==> config.mk <==
export PLATFORM = sky130hd
export DESIGN_NAME = fetch_stage
export DESIGN_NICKNAME = d
export VERILOG_FILES = /design/src/rtl/fetch_stage_pkg.sv /design/src/rtl/if_dec_reg.sv /design/src/rtl/fetch_stage.sv
export SDC_FILE = /design/constraint.sdc
export NUM_CORES = 1
export LEC_CHECK = 0
export ABC_AREA = 1
export CORE_ASPECT_RATIO = 0.7
export CORE_MARGIN = 4
export CORE_UTILIZATION = 30
export DETAILED_ROUTE_END_ITERATION = 8
export DONT_BUFFER_PORTS = 1
export PLACE_DENSITY_LB_ADDON = 0.12
export SYNTH_ARGS = -nofsm -noshare
export SYNTH_HDL_FRONTEND = slang
export SYNTH_SLANG_ARGS = --single-unit
export TNS_END_PERCENT = 1
==> constraint.sdc <==
create_clock -name clk -period 3.3 [get_ports clk]
set_input_delay 0.165 -clock clk [delete_from_list [all_inputs] [get_ports clk]]
set_output_delay 0.165 -clock clk [all_outputs]
set_load 0.02 [all_outputs]
==> src/rtl/fetch_stage_pkg.sv <==
`default_nettype none
// ============================================================================
// Module   : fetch_stage_pkg
// Purpose  : Shared constants, state encoding and helpers for the fetch stage
//            and the pipeline registers reused further down the core.
// Contents : XLEN, NOP_INSTR_DEFAULT, RESET_PC_DEFAULT, fetch_state_t,
//            word_align()
// Revision : 1.0 - initial release
// ============================================================================
package fetch_stage_pkg;

  localparam int unsigned XLEN = 32;

  // addi x0,x0,0 - the canonical bubble
  localparam logic [XLEN-1:0] NOP_INSTR_DEFAULT = 32'h0000_0013;
  localparam logic [XLEN-1:0] RESET_PC_DEFAULT  = 32'h0000_0000;

  typedef enum logic [1:0] {
    ST_REQ  = 2'd0,  // request outstanding on pc
    ST_HOLD = 2'd1,  // fetched instruction parked while decode stalls
    ST_DROP = 2'd2   // stale request in flight, redirect target waiting
  } fetch_state_t;

  // Targets are silently word-aligned; no misalignment exception exists.
  function automatic logic [XLEN-1:0] word_align(input logic [XLEN-1:0] addr);
    return {addr[XLEN-1:2], 2'b00};
  endfunction

endpackage : fetch_stage_pkg
`default_nettype wire

==> src/rtl/if_dec_reg.sv <==
`default_nettype none
// ============================================================================
// Module   : if_dec_reg
// Purpose  : Pipeline register carrying {instruction, pc, valid} between two
//            stages. Supports load, bubble insertion and hold.
// Ports    : clk, reset_n   - clock, asynchronous active-low reset
//            load           - capture load_instr/load_pc as a real instruction
//            bubble         - insert NOP (pc kept, valid cleared); beats load
//            load_instr/pc  - incoming instruction and its pc
//            instr/pc/valid - registered outputs to the next stage
// Revision : 1.0 - initial release
// ============================================================================
module if_dec_reg
  import fetch_stage_pkg::*;
#(
  parameter logic [XLEN-1:0] NOP_INSTR = NOP_INSTR_DEFAULT
) (
  input  logic            clk,
  input  logic            reset_n,
  input  logic            load,
  input  logic            bubble,
  input  logic [XLEN-1:0] load_instr,
  input  logic [XLEN-1:0] load_pc,
  output logic [XLEN-1:0] instr,
  output logic [XLEN-1:0] pc,
  output logic            valid
);

  always_ff @(posedge clk or negedge reset_n) begin
    if (!reset_n) begin
      instr <= NOP_INSTR;
      pc    <= '0;
      valid <= 1'b0;
    end else if (bubble) begin
      // pc is deliberately left alone so a bubble still carries a sane pc
      instr <= NOP_INSTR;
      valid <= 1'b0;
    end else if (load) begin
      instr <= load_instr;
      pc    <= load_pc;
      valid <= 1'b1;
    end
  end

endmodule : if_dec_reg
`default_nettype wire

==> src/rtl/fetch_stage.sv <==
`default_nettype none
// ============================================================================
// Module   : fetch_stage
// Purpose  : Instruction fetch. Owns the pc, keeps at most one instruction
//            memory request outstanding, parks a fetched instruction while
//            decode stalls, and discards in-flight data on redirects.
// Ports    : clk, reset_n            - clock, asynchronous active-low reset
//            fetch_ena, fetch_nop    - hazard control (advance / bubble)
//            redirect_valid/_pc      - taken branch/jump from execute
//            imem_req/_addr          - request to instruction memory
//            imem_rdata/_ready       - memory response
//            instr_dec/pc_dec/valid_dec - fetch/decode register outputs
// Revision : 1.0 - initial release
// ============================================================================
module fetch_stage
  import fetch_stage_pkg::*;
#(
  parameter logic [31:0] RESET_PC  = RESET_PC_DEFAULT,
  parameter logic [31:0] NOP_INSTR = NOP_INSTR_DEFAULT
) (
  input  logic        clk,
  input  logic        reset_n,
  input  logic        fetch_ena,
  input  logic        fetch_nop,
  input  logic        redirect_valid,
  input  logic [31:0] redirect_pc,
  output logic        imem_req,
  output logic [31:0] imem_addr,
  input  logic [31:0] imem_rdata,
  input  logic        imem_ready,
  output logic [31:0] instr_dec,
  output logic [31:0] pc_dec,
  output logic        valid_dec
);

  fetch_state_t state, state_nxt;
  logic [31:0]  pc, pc_nxt;
  logic [31:0]  hold_instr, hold_nxt;
  logic [31:0]  target, target_nxt;

  logic         complete;      // current request finishes this cycle
  logic         take;          // decode wants a real instruction this cycle
  logic [31:0]  redirect_aligned;

  logic         dec_load;
  logic         dec_bubble;
  logic [31:0]  dec_instr_d;

  assign take             = fetch_ena & ~fetch_nop;
  assign redirect_aligned = word_align(redirect_pc);
  assign complete         = (state != ST_HOLD) & imem_ready;

  // --------------------------------------------------------------------------
  // State register
  // --------------------------------------------------------------------------
  always_ff @(posedge clk or negedge reset_n) begin
    if (!reset_n) begin
      state      <= ST_REQ;
      pc         <= RESET_PC;
      hold_instr <= '0;
      target     <= '0;
    end else begin
      state      <= state_nxt;
      pc         <= pc_nxt;
      hold_instr <= hold_nxt;
      target     <= target_nxt;
    end
  end

  // --------------------------------------------------------------------------
  // Next-state logic
  // --------------------------------------------------------------------------
  always_comb begin
    state_nxt  = state;
    pc_nxt     = pc;
    hold_nxt   = hold_instr;
    target_nxt = target;
    case (state)
      ST_REQ: begin
        if (complete) begin
          if (redirect_valid) begin
            pc_nxt = redirect_aligned;          // fetched data is wrong-path
          end else if (take) begin
            pc_nxt = pc + 32'd4;                // wraps modulo 2^32
          end else begin
            hold_nxt  = imem_rdata;
            state_nxt = ST_HOLD;
          end
        end else if (redirect_valid) begin
          // address must stay stable until the memory completes
          target_nxt = redirect_aligned;
          state_nxt  = ST_DROP;
        end
      end
      ST_HOLD: begin
        if (redirect_valid) begin
          pc_nxt    = redirect_aligned;
          state_nxt = ST_REQ;
        end else if (take) begin
          pc_nxt    = pc + 32'd4;
          state_nxt = ST_REQ;
        end
      end
      ST_DROP: begin
        if (complete) begin
          // a redirect arriving with the stale completion is the newest target
          pc_nxt    = redirect_valid ? redirect_aligned : target;
          state_nxt = ST_REQ;
        end else if (redirect_valid) begin
          target_nxt = redirect_aligned;
        end
      end
      default: state_nxt = ST_REQ;
    endcase
  end

  // --------------------------------------------------------------------------
  // Output logic
  // --------------------------------------------------------------------------
  always_comb begin
    imem_req    = (state != ST_HOLD);
    imem_addr   = pc;
    dec_load    = 1'b0;
    dec_bubble  = 1'b0;
    dec_instr_d = imem_rdata;
    if (redirect_valid) begin
      dec_bubble = 1'b1;
    end else begin
      case (state)
        ST_REQ: begin
          if (complete && take) dec_load   = 1'b1;
          else if (fetch_ena)   dec_bubble = 1'b1;
        end
        ST_HOLD: begin
          dec_instr_d = hold_instr;
          if (take)           dec_load   = 1'b1;
          else if (fetch_ena) dec_bubble = 1'b1;
        end
        default: begin
          // nothing usable in flight: advancing decode only gets a bubble
          if (fetch_ena) dec_bubble = 1'b1;
        end
      endcase
    end
  end

  if_dec_reg #(
    .NOP_INSTR (NOP_INSTR)
  ) u_if_dec_reg (
    .clk        (clk),
    .reset_n    (reset_n),
    .load       (dec_load),
    .bubble     (dec_bubble),
    .load_instr (dec_instr_d),
    .load_pc    (pc),
    .instr      (instr_dec),
    .pc         (pc_dec),
    .valid      (valid_dec)
  );

endmodule : fetch_stage
`default_nettype wire

## Word-level counts from Yosys, hierarchy flattened

Index checks and enable logic that the tools add are counted.

- Bits of input ports: 70
- Logic and storage cells: 63
- Register bits: 163
- Output and inout port bits: 98

- Multiplexer cells: 29
- Eq/ne operators: 9
- Reductions and logical operators: 10
- Bitwise gates (word level): 7
- Add/sub/neg operators: 1

Operator list:

| operator | number |
|---|---|
| 32-bit two-way mux | 9 |
| 32-bit one-hot mux with 3 select lines | 1 |
| 32-bit by 3-bit adder with 32-bit output, second input constant | 1 |
| 2-bit two-way mux | 7 |
| 3-bit inequality test, second input constant | 4 |
| 1-bit two-way mux | 9 |
| 2-bit one-hot mux with 3 select lines | 1 |
| 1-bit NOT | 5 |
| 5-bit AND reduction | 1 |
| 2-bit inequality test, second input constant | 2 |
| 1-bit one-hot mux with 2 select lines | 2 |
| 2-bit AND reduction | 2 |
| 4-bit AND reduction | 1 |
| 3-bit AND reduction | 1 |
| 3-bit nonzero test | 1 |
| 1-bit AND | 2 |
| 2-bit by 1-bit equality test with 1-bit output, second input constant | 1 |
| 2-bit equality test, second input constant | 1 |
| 2-bit zero test | 1 |
| 2-bit by 1-bit inequality test with 1-bit output, second input constant | 1 |
| 2-bit nonzero test | 1 |
| 2-bit OR reduction | 1 |
| 1-bit logical AND | 1 |

## Logic depth before layout (Yosys ltp)

Gate-level depths: netlist (run 1).

- Depth in word-level cells: 8
- Depth in mapped cells: 10

## By module

A second synthesis (run 1) with hierarchy kept.

- Cell total of the unflattened synthesis: 1,026
- Area, all modules: 7,936.4 um^2

By module, submodules not included:

| module | cells an instance | area each (um^2) | sequential area each (um^2) | times used |
|---|---|---|---|---|
| fetch_stage | 745 | 5,393.9 | 2,452.4 | 1 |
| if_dec_reg | 281 | 2,542.4 | 1,630.3 | 1 |

## Worst setup path before layout (run 1)

Ideal clock, no wire load.

- Path type: reg-to-reg
- Start: register pc[3], in the netlist imem_addr[3]
- End: register pc[26], in the netlist imem_addr[26]
- Path buffers: 0
- Data arrival time: 1,528 ps
- Required time: 3,223 ps
- Stages on the path, launching flop included: 10
- Setup slack: 1,695 ps
- Cells stage by stage: dfrtp_1 ha_1 nand2_1 nor2_1 nand2_1 nor2_2 nand2_1 nand2_1 nand3_1 a21oi_1

- Longest elaborated chain between the ends: 5

Ends and longest elaborated chain:

| element | line | RTL |
|---|---|---|
| from (decl) | fetch_stage.sv:37 | `logic [31:0] pc, pc_nxt;` |
| from (signal assigned) | fetch_stage.sv:64 | `pc <= pc_nxt;` |
| 32-bit by 3-bit adder with 32-bit output * | fetch_stage.sv:84, fetch_stage.sv:100 |  |
| 32-bit two-way mux * | fetch_stage.sv:83, fetch_stage.sv:99 |  |
| 32-bit two-way mux * | fetch_stage.sv:96 | `if (redirect_valid) begin` |
| 32-bit two-way mux | fetch_stage.sv:80 | `if (complete) begin` |
| 32-bit one-hot mux with 3 select lines * | fetch_stage.sv:78 | `case (state)` |

Mark *: on every way between the ends. The rest lies on a longest branch, timed or not. The select of a mux whose other input is x is not followed.
A chain may end at the register's enable or synchronous reset.

## Worst setup path after layout (run 1)

- Start: register pc[3], in the netlist imem_addr[3]
- End: register pc[24], in the netlist imem_addr[24]

Same word-level chain as after synthesis.

==> results of run 1 <==
critical path: stages, from the launching register on:
cell	delay, ns
dfrtp_1	0.58
ha_1	0.29
nand2_1	0.07
nor2_1	0.22
nand2_1	0.13
nor2_1	0.55
nand2_1	0.11
nand2_1	0.08
nand3_1	0.06
a21oi_1	0.15
area by class of cell:
class                      count  area (µm²)  area share (%)
sequential                   163        4080            44.6
multi-input combinational    627        2960            32.3
timing repair buffer          74         736            8.03
clock buffer                  21         450            4.92
tap                          325         407            4.44
inverter                     103         387            4.22
clock inverter                11         139            1.52
power by group:
part | leakage (nW) | internal [mW] | switching (mW)
clock | 0.287 | 1.21 | 0.854
combinational | 1.94 | 0.354 | 0.525
sequential | 2.05 | 2.39 | 0.648
Yosys cell counts, types with 2 or more instances:
library cell	count
a21oi_1	25
clkbuf_2	2
a22oi_1	17
buf_2	15
nand3_1	37
o21ai_1	10
o22ai_1	5
clkbuf_1	20
buf_6	4
dfstp_2	3
nor2_2	3
o21ai_0	150
nand2_1	256
dfrtp_1	160
inv_2	5
nor2_4	4
inv_1	98
a211oi_1	14
nand2_2	3
o21a_1	2
buf_4	3
mux2_2	12
nor2_1	79
flip-flops by register name (all words and copies together) (netlist names):
register            cells
hold_instr             32
u_if_dec_reg.pc        32
u_if_dec_reg.instr     32
target                 32
state                   2
u_if_dec_reg.valid      1
imem_addr              32
per-layer routing:
metal,vias up,part of all wire [%],global-route usage [%]
met5,-,0,0
met2,148,41,23.4
met4,0,0.68,2.95
li1,3132,-,-
met3,12,5.6,4.94
met1,2979,52,26.5
placed cells by master (no fill, tap or decap), drive strengths merged, types with 5 or more instances in the layout:
cell type / netlist / routed
dfrtp: 160 / 160
buf: 22 / 7
a22oi: 17 / 17
a21oi: 25 / 25
nand3: 39 / 39
o21ai: 160 / 160
a211oi: 14 / 14
inv: 103 / 103
nand2: 260 / 260
o22ai: 5 / 5
nor2: 86 / 86
clkbuf: 22 / 21
dlygate4sd3: 0 / 67
clkinv: 0 / 6
mux2: 12 / 12
path summary, 6_finish.rpt:
check / from / to / slack, ns / depth (start not counted)
min in group clk: redirect_valid / imem_addr[8]$_DFFE_PN0P_ / 0.02 / 4
setup / recovery: imem_addr[3]$_DFFE_PN0P_ / imem_addr[24]$_DFFE_PN0P_ / 0.99 / 9
setup reg to reg: imem_addr[3]$_DFFE_PN0P_ / imem_addr[24]$_DFFE_PN0P_ / 0.99 / 9
max in group asynchronous: reset_n / u_if_dec_reg.instr[1]$_DFFE_PN1P_ / 3.59 / 0
hold reg to reg: hold_instr[8]$_DFFE_PN0P_ / hold_instr[8]$_DFFE_PN0P_ / 0.48 / 2
hold / removal: reset_n / hold_instr[4]$_DFFE_PN0P_ / -0.57 / 0
metrics by stage:
| stage | util (%) | instance area [µm²] |
|---|---|---|
| 6_report | 36.9 | 9160 |
| 5_1_grt | 36.9 | 9160 |
| 4_1_cts | 36.9 | 9160 |
| 3_5_place_dp | 31.7 | 7880 |
| 3_3_place_gp | 31.7 | 7880 |
| 2_1_floorplan | - | 7660 |
kinds of logic after synthesis:
group                    Yosys count  share of synthesized area (%)
AND/OR/NAND/NOR                  389                           20.8
AO/OA/AOI/OAI                    225                           15.9
flip-flops                       163                           53.3
buffers and inverters            147                           8.02
multiplexers                      12                           1.76
adder cells (fa/ha/maj)            1                          0.163
==> run summary, run 1 <==
Worst Path Arrival: 2.67 ns
Place WS: 1.00 ns
Post-Route WL: 23.4 mm
mapped cell area: 7660 µm²
IO buf count: 0
Fin Hold WS: -0.570 ns
synth warn: 0
hold crit path type: input port to async pin
Initial Utilization: 30.8%
H-tree levels: 4
TritonCTS clock tree: built
count of state elements after synthesis: 163
Clock Latency Late Sink: 0.43 ns
final worst slack: 0.988 ns
CTS Buffer Depth: 2
Total Neg Setup Slack: 0 ns
vias after detailed routing: 6271
diodes inserted: 0
vias per cell: 4.74
Startpoint Class: register
number of antenna violations at the first check in global routing: 0
Iteration-0 DRC Markers: 477
total power: 5.97 mW
P&R area growth vs syn: 19.6%
VDD IR max: 351 µV
Hold Violations, Final: 163
Fill cells: 2621
outcome: complete, but fails checks
GR Util All Layers: 17.0%
Synth top area share: 52.3%
first-pass GRT wire length: 36.9 mm
power density over the cells: 652 nW/µm²
relative slew slack: 30.3%
sequential share of the synthesized area: 53.3%
Final Max Tran Viols: 0
static leakage: 4.27 nW
Die H: 142 µm
DRC violations left: 0
minimum clock period: 2.31 ns
worst-path fanout max: 5
Resize count post-CTS: 0
kind of critical path: register to register
CTS Hold Bufs: 68
Worst-path clk slew: 0.07 ns
final critical-path share of the clock period: 70.1%
asr flop ratio synth: 100%
largest cells by area after synthesis: dfrtp_1 (52%), nand2_1 (13%), o21ai_0 (9.8%), inv_1 (4.8%), nor2_1 (3.9%)
root buf cell: clkbuf_16
largest area contributor in the netlist: dfrtp_1
fin cells: 1324
fmax: 433 MHz
Critical Path RT: 3.66 ns
count of cell types in the netlist: 33
clock skew: 0.00830 ns
detailed placer's ending HPWL: 15.5 mm
largest net degree at the start of global routing: 164
gp weighted congestion: 0.842
Die ar.: 28200 µm²
Primary FF master, synth: dfrtp_1
max cap viols: 0
drt pass-1 iters: 5
Die X: 199 µm
grt total ovfl: 0
Syn Inst Count: 937
failing checks: negative hold slack
Core ar.: 24900 µm²
Nets: 1057
RSZ-0062 raised after global routing: false
Final Setup Violations: 0
vias in the first global route: 6110
syn_nets: 1008
row cnt: 48
Final ANT Viol Nets: 0
DR WL/cell: 17.7 µm
Worst setup EP type: register
share of cells above drive strength 1: 7.01%
Num CTS Buffers: 17
Post-CTS Setup Bufs: 0
Post-synth EDFFs: 0
Ports: 168
DP Cell Count: 1224
worst slew pin tran: 1.05 ns
TritonCTS sink count: 163
syn avg cell area: 8.17 µm²
Note: power is estimated with default switching activity, not from simulation.
==> run 2: changes to the inputs <==
clock period = 2.2 ns   (was 3.3 ns; I/O delays follow)
==> run summary, run 2 (synthesized netlist as in run 1, its figures left out) <==
Nets: 1077 (+1.9%)
H-tree levels: 4 (unchanged)
worst slew pin tran: 0.621 ns (-0.425 ns)
TritonCTS clock tree: built
share of cells above drive strength 1: 9.23% (+2.2 points)
Total Neg Setup Slack: 0 ns (unchanged)
DRC violations left: 0 (unchanged)
CP startpoint: imem_addr[4]$_DFFE_PN0P_
vias per cell: 4.66 (-1.7%)
Worst setup EP type: register
Core ar.: 24900 µm² (unchanged)
post-route cell area: 9390 µm² (+2.5%)
post-place instance area: 8160 µm² (+3.5%)
CTS Hold Bufs: 65 (-4.4%)
diodes inserted: 0 (unchanged)
row cnt: 48 (unchanged)
minimum clock period: 1.87 ns (-0.447 ns)
clock skew: 0.00936 ns (+0.00106 ns)
relative slew slack: 58.6% (+28 points)
register area: 4080 µm² (unchanged)
kind of critical path: register to register
static leakage: 4.41 nW (+3.3%)
hold crit path type: input port to async pin
Hold Violations, Final: 163 (unchanged)
failing checks: negative hold slack
largest net degree at the start of global routing: 164 (unchanged)
Num CTS Buffers: 17 (unchanged)
number of antenna violations at the first check in global routing: 0 (unchanged)
TritonCTS sink count: 163 (unchanged)
grt total ovfl: 0 (unchanged)
detailed placer's ending HPWL: 16.0 mm (+3.1%)
Fin Hold WS: -0.608 ns (-0.0386 ns)
Die H: 142 µm (unchanged)
Initial Utilization: 30.8% (unchanged)
Die ar.: 28200 µm² (unchanged)
most frequent cells in the layout: nand2_1 (256), dfrtp_1 (160), o21ai_0 (150)
outcome: complete, but fails checks
Startpoint Class: register
Fill cells: 2608 (-0.50%)
Worst Path Arrival: 2.21 ns (-0.46 ns)
max cap viols: 0 (unchanged)
total power: 9.01 mW (+51%)
worst-path fanout max: 7 (+2)
Post-Route WL: 23.3 mm (-0.30%)
CTS Buffer Depth: 2 (unchanged)
fmax: 536 MHz (+24%)
Post-CTS Setup Bufs: 0 (unchanged)
Critical Path RT: 2.55 ns (-1.11 ns)
vias in the first global route: 6323 (+3.5%)
drt pass-1 iters: 5 (unchanged)
r2r worst-path depth: 8 (-1)
P&R area growth vs syn: 22.7%
gp weighted congestion: 0.811 (-3.7%)
Multi-input gate area: 2960 µm² (unchanged)
R2R Path End: imem_addr[25]$_DFFE_PN0P_
final critical-path share of the clock period: 84.8% (+15 points)
root buf cell: clkbuf_16
most common cell after layout, fill and taps aside: nand2_1
Ports: 168 (unchanged)
IO buf count: 0 (unchanged)
Final Max Tran Viols: 0 (unchanged)
Worst-path clk slew: 0.06 ns (about the same)
power density over the cells: 959 nW/µm² (+47%)
VDD IR max: 476 µV (+36%)
first-pass GRT wire length: 37.0 mm (+0.19%)
Iteration-0 DRC Markers: 263 (-45%)
Die X: 199 µm (unchanged)
vias after detailed routing: 6256 (-0.24%)
Final Setup Violations: 0 (unchanged)
DR WL/cell: 17.4 µm (-1.7%)
reg-to-reg startpoint: imem_addr[4]$_DFFE_PN0P_
FF-to-FF setup slack: 0.33 ns (-0.65 ns)
RSZ-0062 raised after global routing: false
Clock Latency Late Sink: 0.42 ns (about the same)
GR Util All Layers: 16.9% (-0.10 points)
Resize count post-CTS: 0 (unchanged)
Final ANT Viol Nets: 0 (unchanged)
-- run 2: how the worst max path moves through the flow --
stage                                 to  slack [ns]
6_report       imem_addr[25]$_DFFE_PN0P_        0.33
5_1_grt        imem_addr[29]$_DFFE_PN0P_        0.11
4_1_cts        imem_addr[25]$_DFFE_PN0P_        0.33
2_1_floorplan  imem_addr[26]$_DFFE_PN0P_        0.60
3_5_place_dp   imem_addr[25]$_DFFE_PN0P_        0.35
3_3_place_gp   imem_addr[25]$_DFFE_PN0P_        0.37
-- run 2: through the flow --
| step | hold WS (ns) | std cells | utilization [%] | setup WS, ns |
|---|---|---|---|---|
| after floorplan | -0.186 | 937 | - | 0.595 |
| after CTS | -0.647 | 1343 | 37.8 | 0.334 |
| after global placement | -0.177 | 1247 | 32.8 | 0.374 |
| after global routing | -0.655 | 1343 | 37.8 | 0.114 |
| after detailed placement | -0.177 | 1247 | 32.8 | 0.350 |
| final | -0.608 | 1343 | 37.8 | 0.335 |
-- run 2: power breakdown --
group | total, mW | leakage [nW] | internal [mW] | switching [mW]
combinational | 1.59 | 2.08 | 0.637 | 0.958
sequential | 4.42 | 2.05 | 3.58 | 0.838
clock | 3.00 | 0.281 | 1.75 | 1.25
-- run 2: cell type report --
class,count,area share (%)
well taps,325,4.33
clock buffers,21,5.01
inverters,103,4.12
repair buffers,94,10.4
flip-flops and latches,163,43.5
clock inverters,10,1.15
multi-input cells,627,31.5
-- run 2: metal layers --
metal  wire length (µm)  part of all wire [%]  GRT usage (%)  up-vias
met5                  0                     0              0        -
met4                142                  0.61           3.24        0
met3               1310                   5.6           5.03        8
met2               9530                    41           23.3      103
met1              12300                    53           26.1     2977
li1                   -                     -              -     3168
-- run 2: worst max-delay path, stage by stage, from the launching register on --
cell and delay (ns):
dfrtp_1 0.60, nand2_1 0.11, nor2_2 0.18, nand2_1 0.17
nor2_2 0.35, nand2_1 0.10, nand2_1 0.07, nand3_1 0.07
a21oi_1 0.14
==> run 3: changes to the inputs <==
ABC_AREA = 0   (was 1)
clock period = 1.6 ns   (was 2.2 ns; I/O delays follow)
==> run summary, run 3 <==
Startpoint Class: register
drt pass-1 iters: 4 (-1)
relative slew slack: 77.4% (+19 points)
gp weighted congestion: 0.774 (-4.6%)
most frequent cells in the layout: dfrtp_1 (152), mux2_2 (82), buf_4 (73)
DRC violations left: 0 (unchanged)
Fin Hold WS: -0.649 ns (-0.0411 ns)
fin cells: 1144 (-15%)
DR WL/cell: 19.7 µm (+14%)
worst slew pin tran: 0.339 ns (-0.282 ns)
Buf/Inv on CP: 1 (+1)
Total Neg Setup Slack: -1.27 ns (-1.27 ns)
synth warn: 0 (unchanged)
first-pass GRT wire length: 36.1 mm (-2.5%)
syn avg cell area: 11.1 µm² (+36%)
post-route cell area: 10100 µm² (+7.3%)
max cap viols: 0 (unchanged)
largest area contributor in the netlist: dfrtp_1
kind of critical path: register to register
Post-synth EDFFs: 0 (unchanged)
fmax: 595 MHz (+11%)
Final Core Density: 40.8% (+3.1 points)
Die H: 141 µm (-0.71%)
TritonCTS clock tree: built
asr flop ratio synth: 100% (unchanged)
GR Util All Layers: 16.5% (-0.42 points)
largest net degree at the start of global routing: 164 (unchanged)
minimum clock period: 1.68 ns (-0.185 ns)
Clock Latency Late Sink: 0.43 ns (about the same)
VDD IR max: 724 µV (+52%)
Nets: 878 (-18%)
Slowest-stage cell, CP: or4_4
vias after detailed routing: 5919 (-5.4%)
Worst-path clk slew: 0.06 ns (about the same)
IO buf count: 0 (unchanged)
count of cell types in the netlist: 50 (+52%)
sequential share of the synthesized area: 54.1% (+0.81 points)
RSZ-0062 raised after global routing: true
detailed placer's ending HPWL: 15.3 mm (-4.8%)
top-count cell post-synth: dfrtp_1
Die X: 198 µm (-0.72%)
Crit path largest cell delay: 0.57 ns (-0.03 ns)
post-place instance area: 8530 µm² (+4.5%)
share of cells above drive strength 1: 29.5% (+20 points)
Synth top area share: 53.1% (+0.80 points)
vias in the first global route: 6146 (-2.8%)
Initial Utilization: 30.6% (-0.24 points)
P&R area growth vs syn: 33.6%
CTS Hold Bufs: 69 (+6.2%)
failing checks: negative hold slack, negative setup slack
Ports: 168 (unchanged)
Post-Route WL: 22.6 mm (-3.2%)
Final Setup Violations: 37 (+37)
diodes inserted: 0 (unchanged)
Num CTS Buffers: 17 (unchanged)
final critical-path share of the clock period: 105% (+20 points)
hold crit path type: input port to async pin
most common cell after layout, fill and taps aside: dfrtp_1
grt total ovfl: 0 (unchanged)
largest cells by area after synthesis: dfrtp_1 (53%), mux2_2 (12%), o21ai_0 (5.2%), mux2i_1 (4.0%), nand2_1 (3.6%)
root buf cell: clkbuf_16
CP delay by family, top: simple AND/OR/NAND/NOR gates
FF-to-FF setup slack: -0.08 ns (-0.42 ns)
mapped cell area: 7540 µm² (-1.5%)
Die ar.: 27800 µm² (-1.4%)
Worst setup EP type: register
Primary FF master, synth: dfrtp_1
Core ar.: 24700 µm² (-0.72%)
Hold Violations, Final: 163 (unchanged)
Syn Inst Count: 677 (-28%)
syn_nets: 748 (-26%)
Fill cells: 2354 (-9.7%)
Worst Path Arrival: 1.99 ns (-0.22 ns)
CTS Buffer Depth: 2 (unchanged)
Final Max Tran Viols: 0 (unchanged)
row cnt: 48 (unchanged)
count of state elements after synthesis: 163 (unchanged)
worst-path fanout max: 39 (+32)
number of antenna violations at the first check in global routing: 3 (+3)
TritonCTS sink count: 163 (unchanged)
Iteration-0 DRC Markers: 292 (+11%)
H-tree levels: 4 (unchanged)
static leakage: 4.29 nW (-2.8%)
worst path cell trace: or4_4, buf_12, mux2_4
DP Cell Count: 1042 (-16%)
Critical Path RT: 1.91 ns (-0.64 ns)
outcome: complete, but fails checks
vias per cell: 5.17 (+11%)
power density over the cells: 1360 nW/µm² (+42%)
clock skew: 0.00895 ns (-0.000411 ns)
final worst slack: -0.0804 ns (-0.415 ns)
Final ANT Viol Nets: 0 (unchanged)
most instantiated cells after synthesis: dfrtp_1 (160), mux2_2 (82), o21ai_0 (79)
[run 3: cell count changes in the layout (fill, tap and decap cells not counted), sizes merged, moves of 10 or more]
| cell | before | now |
|---|---|---|
| a211oi | 14 | 0 |
| a22oi | 17 | 0 |
| a31oi | 1 | 12 |
| and3 | 0 | 13 |
| buf | 30 | 92 |
| inv | 103 | 4 |
| mux2 | 12 | 94 |
| mux2i | 0 | 30 |
| nand2 | 260 | 73 |
| nand3 | 39 | 20 |
| nand4 | 2 | 12 |
| nor2 | 86 | 27 |
| o21ai | 160 | 79 |
[run 3: worst reg2reg max path: cells and delay by family, from the launching register on]
kind	cells	cell delay, ns
buffers and inverters	1	0.20
muxes	1	0.35
and+or+nand+nor	1	0.57
DFF	1	0.45
[run 3: logic make-up after synthesis]
kind of cell / Yosys count / share of synthesized area, %
simple gates: 179 / 11.8
flops: 163 / 54.1
compound gates: 157 / 12.4
mux: 124 / 18.0
buf+inv: 53 / 3.47
fa+ha+maj: 1 / 0.166
[run 3: path summary, 6_finish.rpt]
check | startpoint | endpoint | cells past startpoint
worst max-delay path | state[1]$_DFFE_PN0P_ | u_if_dec_reg.pc[27]$_DFFE_PN0P_ | 3
worst min-delay path | reset_n | u_if_dec_reg.pc[2]$_DFFE_PN0P_ | 0
worst max register to register | state[1]$_DFFE_PN0P_ | u_if_dec_reg.pc[27]$_DFFE_PN0P_ | 3
worst min register to register | target[1]$_DFFE_PN0P_ | target[1]$_DFFE_PN0P_ | 1
max in group asynchronous | reset_n | u_if_dec_reg.pc[25]$_DFFE_PN0P_ | 0
min in group clk | redirect_pc[26] | imem_addr[26]$_DFFE_PN0P_ | 4
[run 3: stage by stage]
step / worst slack (ns) / power [mW]
2_1_floorplan: -0.146 / 7.47
4_1_cts: -0.0747 / 13.8
3_5_place_dp: -0.141 / 8.54
6_report: -0.0804 / 13.7
3_3_place_gp: -0.122 / 8.47
5_1_grt: -0.176 / 14.4
[run 3: timing repair]
action                                  in CTS  in global routing
buffers inserted                             0                  2
resized for setup                           14                 41
gates cloned                                 0                  0
endpoints found under the setup margin      78                134
hold endpoints to repair                   290                163
pin swaps                                    5                  4
[run 3: routing by layer]
| layer | GRT usage, % | up-vias | part of all wire [%] |
|---|---|---|---|
| met3 | 5.71 | 33 | 6.5 |
| met1 | 22.4 | 3005 | 47 |
| met4 | 5.43 | 6 | 2.1 |
| met2 | 24.7 | 150 | 45 |
| li1 | - | 2725 | - |
| met5 | 0 | - | 0.13 |
[run 3: layout make-up]
class / count / area, µm² / area share (%)
flip-flops and latches: 163 / 4090 / 40.6
repair buffers: 160 / 1540 / 15.3
clock buffers: 21 / 450 / 4.47
multi-input cells: 461 / 3320 / 33.0
inverters: 4 / 15.0 / 0.149
well taps: 325 / 407 / 4.03
clock inverters: 10 / 253 / 2.51
[run 3: power by group]
part | total [mW] | switching (mW) | internal (mW)
clock | 4.97 | 1.69 | 3.27
combinational | 2.78 | 1.39 | 1.39
sequential | 5.99 | 0.995 | 5.00
total | 13.7 | 4.07 | 9.66
